`src/rtl/spi_wr_arbiter.sv`:
```
// spi_wr_arbiter: round-robin arbiter sharing one memory write port between NUM_REQ requesters
//   clk_i/arst_i            clock, asynchronous active-high reset
//   req_valid_i/req_ready_o per-requester handshake into a single-entry capture buffer
//   req_address_i/req_data_i packed per-requester write address and data
//   mem_wr_en_o/mem_address_o/mem_data_o/mem_ready_i  shared memory write port
//   grant_o                 one-hot owner of the port
//   done_o/err_o            one-cycle completion / timeout-abort pulses
//   busy_o                  a write is in flight
module spi_wr_arbiter #(
  parameter int NUM_REQ = 2,
  parameter int ADDR_W  = 24,
  parameter int DATA_W  = 32,
  parameter int TIMEOUT = 16
) (
  input  logic                      clk_i,
  input  logic                      arst_i,
  input  logic [NUM_REQ-1:0]        req_valid_i,
  output logic [NUM_REQ-1:0]        req_ready_o,
  input  logic [NUM_REQ*ADDR_W-1:0] req_address_i,
  input  logic [NUM_REQ*DATA_W-1:0] req_data_i,
  output logic                      mem_wr_en_o,
  output logic [ADDR_W-1:0]         mem_address_o,
  output logic [DATA_W-1:0]         mem_data_o,
  input  logic                      mem_ready_i,
  output logic [NUM_REQ-1:0]        grant_o,
  output logic [NUM_REQ-1:0]        done_o,
  output logic [NUM_REQ-1:0]        err_o,
  output logic                      busy_o
);
  localparam int IW = $clog2(NUM_REQ);
  localparam int CW = TIMEOUT > 1 ? $clog2(TIMEOUT) : 1;
  typedef enum logic {IDLE, WRITE} state_t;
  state_t state;
  logic [NUM_REQ-1:0] pending, cap, clr;
  logic [ADDR_W-1:0] addr_buf [NUM_REQ];
  logic [DATA_W-1:0] data_buf [NUM_REQ];
  logic [IW-1:0] ptr, cur, sel;
  logic [CW-1:0] cnt;
  logic expire, fin;
  assign req_ready_o = ~pending;
  assign busy_o = state == WRITE;
  assign cap = req_valid_i & ~pending;
  assign expire = TIMEOUT != 0 && !mem_ready_i && cnt == CW'(TIMEOUT - 1);
  assign fin = state == WRITE && (mem_ready_i || expire);
  assign clr = fin ? grant_o : '0;
  // Walk downward so the pending index closest above ptr (wrapping) is the last one kept.
  always_comb begin
    sel = ptr;
    for (int k = NUM_REQ - 1; k >= 0; k--) begin
      int j;
      j = int'(ptr) + k;
      if (j >= NUM_REQ) j -= NUM_REQ;
      if (pending[IW'(j)]) sel = IW'(j);
    end
  end
  always_ff @(posedge clk_i) begin
    for (int i = 0; i < NUM_REQ; i++) begin
      if (cap[i]) begin
        addr_buf[i] <= req_address_i[i*ADDR_W +: ADDR_W];
        data_buf[i] <= req_data_i[i*DATA_W +: DATA_W];
      end
    end
  end
  always_ff @(posedge clk_i or posedge arst_i) begin
    if (arst_i) begin
      state         <= IDLE;
      pending       <= '0;
      grant_o       <= '0;
      done_o        <= '0;
      err_o         <= '0;
      mem_wr_en_o   <= 1'b0;
      mem_address_o <= '0;
      mem_data_o    <= '0;
      ptr           <= '0;
      cur           <= '0;
      cnt           <= '0;
    end else begin
      pending <= (pending | cap) & ~clr;
      done_o  <= '0;
      err_o   <= '0;
      if (state == IDLE) begin
        if (|pending) begin
          state         <= WRITE;
          cur           <= sel;
          grant_o       <= NUM_REQ'(1) << sel;
          mem_wr_en_o   <= 1'b1;
          mem_address_o <= addr_buf[sel];
          mem_data_o    <= data_buf[sel];
          cnt           <= '0;
        end
      end else if (fin) begin
        // Completion wins over timeout when both happen on the same edge.
        state       <= IDLE;
        mem_wr_en_o <= 1'b0;
        grant_o     <= '0;
        done_o      <= mem_ready_i ? grant_o : '0;
        err_o       <= mem_ready_i ? '0 : grant_o;
        ptr         <= cur == IW'(NUM_REQ - 1) ? '0 : cur + 1'b1;
      end else begin
        cnt <= cnt + 1'b1;
      end
    end
  end
endmodule

```
`config.mk`:
```
export PLATFORM = sky130hd
export DESIGN_NAME = spi_wr_arbiter
export DESIGN_NICKNAME = d
export VERILOG_FILES = /design/src/rtl/spi_wr_arbiter.sv
export SDC_FILE = /design/constraint.sdc
export NUM_CORES = 1
export LEC_CHECK = 0
export CAP_MARGIN = 40
export CORE_MARGIN = 3
export CORE_UTILIZATION = 43
export CTS_CLUSTER_SIZE = 14
export DETAILED_ROUTE_END_ITERATION = 16
export GPL_TIMING_DRIVEN = 0
export PLACE_DENSITY_LB_ADDON = 0.1
export SKIP_LAST_GASP = 1
export SYNTH_ARGS = -nofsm -noshare
export SYNTH_HDL_FRONTEND = slang
export SYNTH_SLANG_ARGS = --single-unit
```
`constraint.sdc`:
```
create_clock -name clk_i -period 7.09 [get_ports clk_i]
set_clock_uncertainty 0.1 [all_clocks]
set_input_delay 1.418 -clock clk_i [delete_from_list [all_inputs] [get_ports clk_i]]
set_output_delay 1.418 -clock clk_i [all_outputs]
set_load 0.005 [all_outputs]
```
==> results.yml, run 1 <==
outcome:
  status: "complete, no violations"
cts:
  root_buffer: "clkbuf_16"
  cts_buffer_depth: 2
  cts_buffers: 17
  cts_setup_buffers: 0
  clkSinkCount: 184
  cts-htree-levels: 4
  tritoncts: "done"
  cts_hold_buf: 0
  cts_resized: 0
  clock_latency_ns: 0.42
  path_clk_slew_ns: 0.07
synthesis:
  yosys_warnings: 0
  synthDistinctLibCells: 26
  synth_nets: 534
  netlist_instances: 416
  synth_most_common_cell: "edfxtp_1"
  syn-cell-area_sq_um: 6623
  synthTopCellsByArea: "edfxtp_1 51%, dfrtp_1 27%, mux2i_1 8.6%, nand2_1 3.6%, o21ai_0 2.3%"
  synth_top_flop_cell: "edfxtp_1"
  ys_seq_area_share_pct: 77.99
  yosys_register_bits: 184
  synth_common_cells: "112 x edfxtp_1, 72 x dfrtp_1, 63 x nand2_1"
  synth-async-reset-ratio_pct: 39.13
  synth_top_area_share_pct: 50.78
  syn_avg_cell_area_sq_um: 15.92
  yosys.area.top_type: "edfxtp_1"
  synth-edff-count: 112
detailed_routing:
  drtPass1Iterations: 4
  vias: 4082
  drtAntennaViolNets: 0
  wl_mm: 14.80
  drtIter0Drc: 279
  drc: 0
  wl_per_cell_microns: 18.07
  vias_per_cell: 4.984
finish:
  layout-drive-gt1-share_pct: 10.08
  area_growth_pct: 42.68
  fin_cells: 819
  stdcell_area_sq_um: 9449
  diodes: 0
  nets: 740
setup_path:
  cp_max_fo: 10
  start_kind: "register"
  worst_path_max_delay_cell: "clkdlybuf4s50_1"
  max_stage_delay_ns: 0.57
  critPathTopFamily: "buffers and inverters"
  cp.buffers_inverters: 1
  crit_type: "register to output port"
  endpoint_kind: "output port"
  path_cells: "clkdlybuf4s50_1"
  critPathRequiredTime_ns: 5.57
  cp.arrival_ns: 1.53
sta:
  finalHoldViolations: 0
  min_period_ns: 3.047
  timing.final.ws_setup_ns: 4.043
  worst_slew_pin_slew_ns: 0.7808
  fin_tns_setup_ns: 0
  slew_headroom_pct: 47.84
  setup_violations: 0
  min_period_over_period_pct: 42.97
  drv_slew: 0
  max_freq_mhz: 328.2
  rsz0062_at_grt: "no"
power_and_ir_drop:
  pwr-share-seq_pct: 41.9
  switching_share_pct: 28.97
  p_int_uw: 2669
  p_leak_uw: 0.003693
  irDropWorstVdd_mv: 0.1694
  switching_power_uw: 1089
  pwr-share-clk_pct: 26.6
  power_density_nw_per_um2: 397.6
  pwr-share-comb_pct: 31.5
run:
  drv_cap: 0
min_path:
  hp-class: "register to register"
die:
  fp-row-count: 44
  start_util_pct: 44.72
  die_x_microns: 130.1
  ios: 183
  dieArea_sq_um: 16930
  die_h_microns: 130.1
  core_region_area_sq_um: 14810
placement:
  preCtsSetupSlack_ns: 3.844
  dp_cells: 787
  place_congestion: 0.7362
  placed_area_sq_um: 8815
  io_buffers: 182
  detailed_place_hpwl_mm: 10.29
grt:
  antenna_found_initial: 0
  grt_use_total_pct: 18.01
  grt_max_degree: 40
  grt_first_pass_wirelength_mm: 23.01
  grt_overflow: 0
  grt_pass1_vias: 4487
stage by stage:
step / hold WS (ns) / util (%) / power [uW]
after detailed placement: 0.3691 / 59.52 / 2802
after global routing: 0.4106 / 63.81 / 3970
after CTS: 0.3844 / 63.81 / 3811
after global placement: 0.3623 / 58.58 / 2748
after floorplan: 0.3368 / - / 2141
final: 0.3814 / 63.81 / 3757
per-layer routing:
layer	up-vias	GRT usage (%)	wire length, microns
li1	1915	-	-
met1	1998	23.40	6341
met2	151	28.39	7141
met3	18	5.649	1137
met4	0	7.152	180
met5	-	0	0
final timing paths:
| kind | endpoint | cells past startpoint | start | slack (ns) |
|---|---|---|---|---|
| worst min register to register | mem_data_o[24] | 2 | mem_data_o[24] | 0.38 |
| min in group asynchronous | mem_address_o[9] | 2 | arst_i | 1.28 |
| worst min-delay path | mem_data_o[24] | 2 | mem_data_o[24] | 0.38 |
| max in group asynchronous | busy_o | 3 | arst_i | 5.03 |
| worst max-delay path | busy_o | 1 | busy_o | 4.04 |
| worst max register to register | addr_buf[1][5] | 2 | pending[1] | 5.29 |
power by group through the flow:
stage,clock network (uW),logic (uW),registers [uW]
after detailed placement,0,1210,1590
after global routing,1060,1300,1610
final,999,1180,1570
after CTS,1020,1210,1580
after global placement,0,1150,1600
after floorplan,0,552,1590
cell usage in the layout, fill, tap and decap left out, types with 4 or more instances in the layout:
master and count:
bufinv_16 4, clkbuf_2 5, mux2i_1 57, clkdlybuf4s50_1 182, dfrtp_1 72, buf_2 8, inv_1 5, o21ai_0 31
nand2_1 63, o21ai_1 29, edfxtp_1 112, clkbuf_16 17, buf_6 6
logic make-up (layout without fill, tap and decap cells):
group                      after synthesis  in the layout  share of synthesized area [%]
and+or+nand+nor                         76             76                          4.704
DFF                                    184            184                          77.99
AOI/OAI and AO/OA                       72             72                          6.027
xor gates and xnor gates                 1              1                         0.1323
buffers and inverters                   25            244                          2.343
adders and majority gates                1              1                         0.1889
muxes                                   57             57                          8.615
state kept, by name (all words and copies together), names as in the netlist:
register	cells
busy_o	1
data_buf	64
addr_buf	48
mem_address_o	24
err_o	2
done_o	2
cur	1
grant_o	2
mem_wr_en_o	1
ptr	1
cnt	4
pending	2
mem_data_o	32
tightest hold or removal path, cell delays in order (launching register included):
cell,delay (ns)
dfrtp_1,0.34
nand2_1,0.05
o21ai_0,0.06
area by class of cell:
type,instances,area (sq um)
multi-input cells,207,1318
fillers,1127,5360
clock buffers,18,439.2
well taps,184,230.2
clock inverters,14,195.2
inverters,6,25.02
flip-flops and latches,184,5165
plain buffers,19,132.6
repair buffers,187,1944
No activity file was read; power rests on OpenSTA's default activity.
==> run 2: changes to the inputs <==
clock period = 3.18 ns   (was 7.09 ns; I/O delays follow)
==> run 2 against run 1 <==
Net effect:
- worst hold slack lost 0.0013 ns
- clock power up 100%
- setup slack lost 3.1 ns
- non-clock buffer count unchanged
- register-to-register slack worse by 3.8 ns
- global-route usage is 0.072 points lower
- sequential power increased by 120%
- first-iteration DRC count shrank 29%
- largest cell class unchanged
==> results.yml, run 2 (synthesized netlist as in run 1, its figures left out) <==
detailed_routing:
  vias: 4030
  drtIter0Drc: 198
  wl_per_cell_microns: 17.96
  drc: 0
  vias_per_cell: 4.921
  drtPass1Iterations: 4
  wl_mm: 14.71
  drtAntennaViolNets: 0
cts:
  cts-htree-levels: 4
  clkSinkCount: 184
  cts_resized: 0
  cts_buffers: 17
  root_buffer: "clkbuf_16"
  cts_buffer_depth: 2
  cts_hold_buf: 0
  tritoncts: "done"
  cts_setup_buffers: 0
  clock_latency_ns: 0.43
  path_clk_slew_ns: 0.07
power_and_ir_drop:
  power_density_nw_per_um2: 869.7
  irDropWorstVdd_mv: 0.4418
  p_leak_uw: 0.003640
die:
  die_h_microns: 130.1
  die_x_microns: 130.1
  start_util_pct: 44.72
  dieArea_sq_um: 16930
  ios: 183
  fp-row-count: 44
  core_region_area_sq_um: 14810
setup_path:
  cp.buffers_inverters: 1
  cp-startpoint: "busy_o"
  max_stage_delay_ns: 0.56
  critPathTopFamily: "buffers and inverters"
  regToRegSetupSlack_ns: 1.52
  path_cells: "clkdlybuf4s50_1"
  worst_path_max_delay_cell: "clkdlybuf4s50_1"
  cp.arrival_ns: 1.49
  crit_type: "register to output port"
  cp_max_fo: 10
  critPathRequiredTime_ns: 2.44
  endpoint_kind: "output port"
  start_kind: "register"
  r2r_start: "cnt[0]"
sta:
  max_freq_mhz: 448.6
  setup_violations: 0
  drv_slew: 0
  finalHoldViolations: 0
  fin_tns_setup_ns: 0
  min_period_over_period_pct: 70.10
  rsz0062_at_grt: "no"
  slew_headroom_pct: 63.95
  min_period_ns: 2.229
  worst_slew_pin_slew_ns: 0.5407
  whs_ns: 0.3801
finish:
  top_register: "data_buf"
  layout_common_cells: "182 x clkdlybuf4s50_1, 112 x edfxtp_1, 72 x dfrtp_1"
  area_growth_pct: 41.32
  largest_reg_flops: 64
  diodes: 0
  layout_commonest_cell: "clkdlybuf4s50_1"
  nets: 740
  layout-drive-gt1-share_pct: 9.921
  fin_cells: 819
  reg_top3: "data_buf: 64 flops, addr_buf: 48 flops, mem_data_o: 32 flops"
grt:
  grt_overflow: 0
  grt_first_pass_wirelength_mm: 22.74
  grt_use_total_pct: 17.93
  grt_max_degree: 41
  antenna_found_initial: 0
  grt_pass1_vias: 4316
placement:
  dp_cells: 787
  place_congestion: 0.7497
  detailed_place_hpwl_mm: 10.24
  io_buffers: 182
min_path:
  hp-class: "register to register"
  hold_start: "mem_address_o[4]"
run:
  drv_cap: 0
outcome:
  status: "complete, no violations"
[run 2: cell count changes in the layout (fill, tap and decap cells not counted), sizes merged]
cell	change
clkinv	-1
clkbuf	+1
bufinv	-3
clkinvlp	+3
[run 2: per-layer routing]
layer,GRT usage [%],wire [microns],vias up
li1,-,-,1916
met1,23.43,6441,1960
met2,28.24,6916,139
met3,6.549,1160,15
met4,5.623,193,0
met5,0,0,-
[run 2: area by class of cell]
cell class                      instances  area [sq um]
Multi-Input combinational cell        207          1318
Fill cell                            1092          5450
Clock buffer                           19         442.9
Tap cell                              184         230.2
Clock inverter                         13         123.9
Timing Repair Buffer                  187          1922
Inverter                                6         25.02
Sequential cell                       184          5165
Buffer                                 19         132.6
[run 2: worst register-to-register path: stages, from the launching register on]
cell and delay [ns]:
dfrtp_1 0.41, ha_1 0.26, a31oi_1 0.36, nand2_1 0.15, a31o_2 0.27
[run 2: worst paths after layout]
check                                    end  depth (start not counted)
setup / recovery                      busy_o                          1
hold / removal              mem_address_o[4]                          2
setup reg to reg                      cnt[1]                          4
hold reg to reg             mem_address_o[4]                          2
max in group asynchronous     mem_data_o[13]                          3
min in group asynchronous  mem_address_o[16]                          2
[run 2: metrics by stage]
| step | setup slack (ns) | total power, uW | cell area, sq um | util [%] |
|---|---|---|---|---|
| 2_1_floorplan | 0.5413 | 4766 | 6628 | - |
| 3_3_place_gp | -0.9563 | 6127 | 8680 | 58.61 |
| 3_5_place_dp | 0.9774 | 6238 | 8792 | 59.37 |
| 4_1_cts | 0.9185 | 8265 | 9359 | 63.20 |
| 5_1_grt | 0.8622 | 8634 | 9359 | 63.20 |
| 6_report | 0.9508 | 8139 | 9359 | 63.20 |
[run 2: report_power, final]
part / total, uW / internal, uW / leakage, uW / switching, uW
combinational: 2620 / 1410 / 0.00147 / 1210
sequential: 3510 / 3190 / 0.00191 / 329
clock: 2010 / 1110 / 0.000264 / 897
==> run 3: changes to the inputs <==
clock period = 1.8 ns   (was 3.18 ns; I/O delays follow)
==> run 3 against run 2 <==
Net effect:
- combinational power is 80% higher
- largest cell class unchanged
- die area stayed put
- count of clock-buffer cells in the layout stayed put
- critical endpoint is now grant_o[0]
- largest power group unchanged
==> results.yml, run 3 (synthesized netlist as in run 1, its figures left out) <==
outcome:
  status: "complete, no violations"
finish:
  reg_top3: "data_buf: 64 flops, addr_buf: 48 flops, mem_data_o: 32 flops"
  layout-drive-gt1-share_pct: 11.18
  layout_common_cells: "151 x clkdlybuf4s50_1, 112 x edfxtp_1, 69 x dfrtp_1"
  area_growth_pct: 43.49
  stdcell_area_sq_um: 9503
  nFillCells: 1112
  largest_reg_flops: 64
  nets: 749
  layout_commonest_cell: "clkdlybuf4s50_1"
  top_register: "data_buf"
  diodes: 0
power_and_ir_drop:
  switching_power_uw: 4271
  p_int_uw: 10170
  pwr-share-seq_pct: 42.5
  irDropWorstVdd_mv: 0.6988
  p_total_uw: 14440
  switching_share_pct: 29.57
  pwr-share-comb_pct: 32.6
  pwr-share-clk_pct: 24.9
  p_leak_uw: 0.003983
  power_density_nw_per_um2: 1520
die:
  core_region_area_sq_um: 14810
  start_util_pct: 44.72
  dieArea_sq_um: 16930
  die_x_microns: 130.1
  fp-row-count: 44
  ios: 183
  die_h_microns: 130.1
sta:
  max_freq_mhz: 567.7
  worst_slew_pin_slew_ns: 0.4125
  slew_headroom_pct: 72.43
  drv_slew: 0
  timing.final.ws_setup_ns: 0.03848
  finalHoldViolations: 0
  fin_tns_setup_ns: 0
  min_period_ns: 1.762
  whs_ns: 0.1103
  setup_violations: 0
  min_period_over_period_pct: 97.86
cts:
  clkSinkCount: 184
  tritoncts: "done"
  path_clk_slew_ns: 0.07
  cts_buffers: 17
  clock_latency_ns: 0.42
  cts_buffer_depth: 2
  root_buffer: "clkbuf_16"
  cts-htree-levels: 4
detailed_routing:
  drtAntennaViolNets: 0
  vias_per_cell: 4.944
  wl_mm: 15.07
  vias: 4094
  drc: 0
  wl_per_cell_microns: 18.20
  drtPass1Iterations: 4
  drtIter0Drc: 254
placement:
  io_buffers: 182
  preCtsSetupSlack_ns: -0.1274
  detailed_place_hpwl_mm: 10.37
  placed_area_sq_um: 8816
  place_congestion: 0.7399
setup_path:
  worst_path_max_delay_cell: "clkdlybuf4s50_1"
  path_cells: "clkdlybuf4s50_1"
  cp.buffers_inverters: 1
  cp_max_fo: 2
  critPathRequiredTime_ns: 1.34
  cp.arrival_ns: 1.30
  start_kind: "register"
  max_stage_delay_ns: 0.51
  endpoint_kind: "output port"
  critPathTopFamily: "buffers and inverters"
  crit_type: "register to output port"
grt:
  grt_first_pass_wirelength_mm: 23.25
  grt_use_total_pct: 18.37
  grt_max_degree: 36
  grt_pass1_vias: 4278
  grt_overflow: 0
  antenna_found_initial: 0
min_path:
  hp-class: "primary input to async pin"
run:
  drv_cap: 0
-- run 3: changes by cell type in the layout (fill, tap and decap cells not counted), sizes merged --
cell / before / now
buf: 19 / 28
bufinv: 1 / 2
clkdlybuf4s50: 182 / 151
clkinv: 4 / 8
clkinvlp: 5 / 3
dlygate4sd2: 0 / 6
dlymetal6s2s: 0 / 25
inv: 9 / 6
-- run 3: power groups by stage --
stage | registers (uW) | clock network [uW] | logic (uW)
floorplan | 6240 | 0 | 2180
detailed placement | 6290 | 0 | 4740
CTS | 6160 | 3670 | 4850
global placement | 6270 | 0 | 4540
finish | 6130 | 3600 | 4710
global route | 6250 | 3860 | 5200
-- run 3: worst paths after layout --
check / startpoint / to / slack [ns] / depth (start not counted)
min in group clk_i: mem_address_o[3] / mem_address_o[3] / 0.37 / 2
max in group asynchronous: arst_i / mem_address_o[23] / 1.04 / 3
max reg2reg: cnt[0] / cnt[1] / 0.13 / 4
min reg2reg: mem_address_o[3] / mem_address_o[3] / 0.37 / 2
max: grant_o[0] / grant_o[0] / 0.04 / 1
min: arst_i / err_o[0] / 0.11 / 2
-- run 3: stage by stage --
step,utilization (%),cells
after CTS,63.59,825
after floorplan,-,416
after global routing,64.17,828
after global placement,58.72,782
final,64.17,828
after detailed placement,59.53,788
-- run 3: worst register-to-register path, stage by stage (launching register included) --
cell	delay, ns
dfrtp_1	0.41
ha_1	0.26
a31oi_1	0.35
nand2_1	0.18
a31o_2	0.27
-- run 3: what timing repair did --
| item | CTS | global route |
|---|---|---|
| hold buffers | 0 | 0 |
| setup endpoints to repair | 9 | 27 |
| cloned | 0 | 0 |
| gates resized for setup | 7 | 25 |
| pin swaps | 0 | 0 |
| buffers inserted | 5 | 3 |
-- run 3: layout make-up --
class	count	area [sq um]	share of cell area [%]
Sequential cell	184	5169	54.39
Timing Repair Buffer	196	2057	21.65
Multi-Input combinational cell	207	1318	13.86
Clock buffer	19	442.9	4.661
Tap cell	184	230.2	2.423
Buffer	19	132.6	1.396
Clock inverter	13	127.6	1.343
Inverter	6	26.28	0.2765
-- run 3: per-layer routing --
metal | global-route usage (%) | vias to the layer above | part of all wire, %
met1 | 24.48 | 2028 | 44
met2 | 28.64 | 126 | 48
met3 | 5.853 | 8 | 7.0
met5 | 0 | - | 0
met4 | 6.479 | 0 | 0.68
li1 | - | 1932 | -
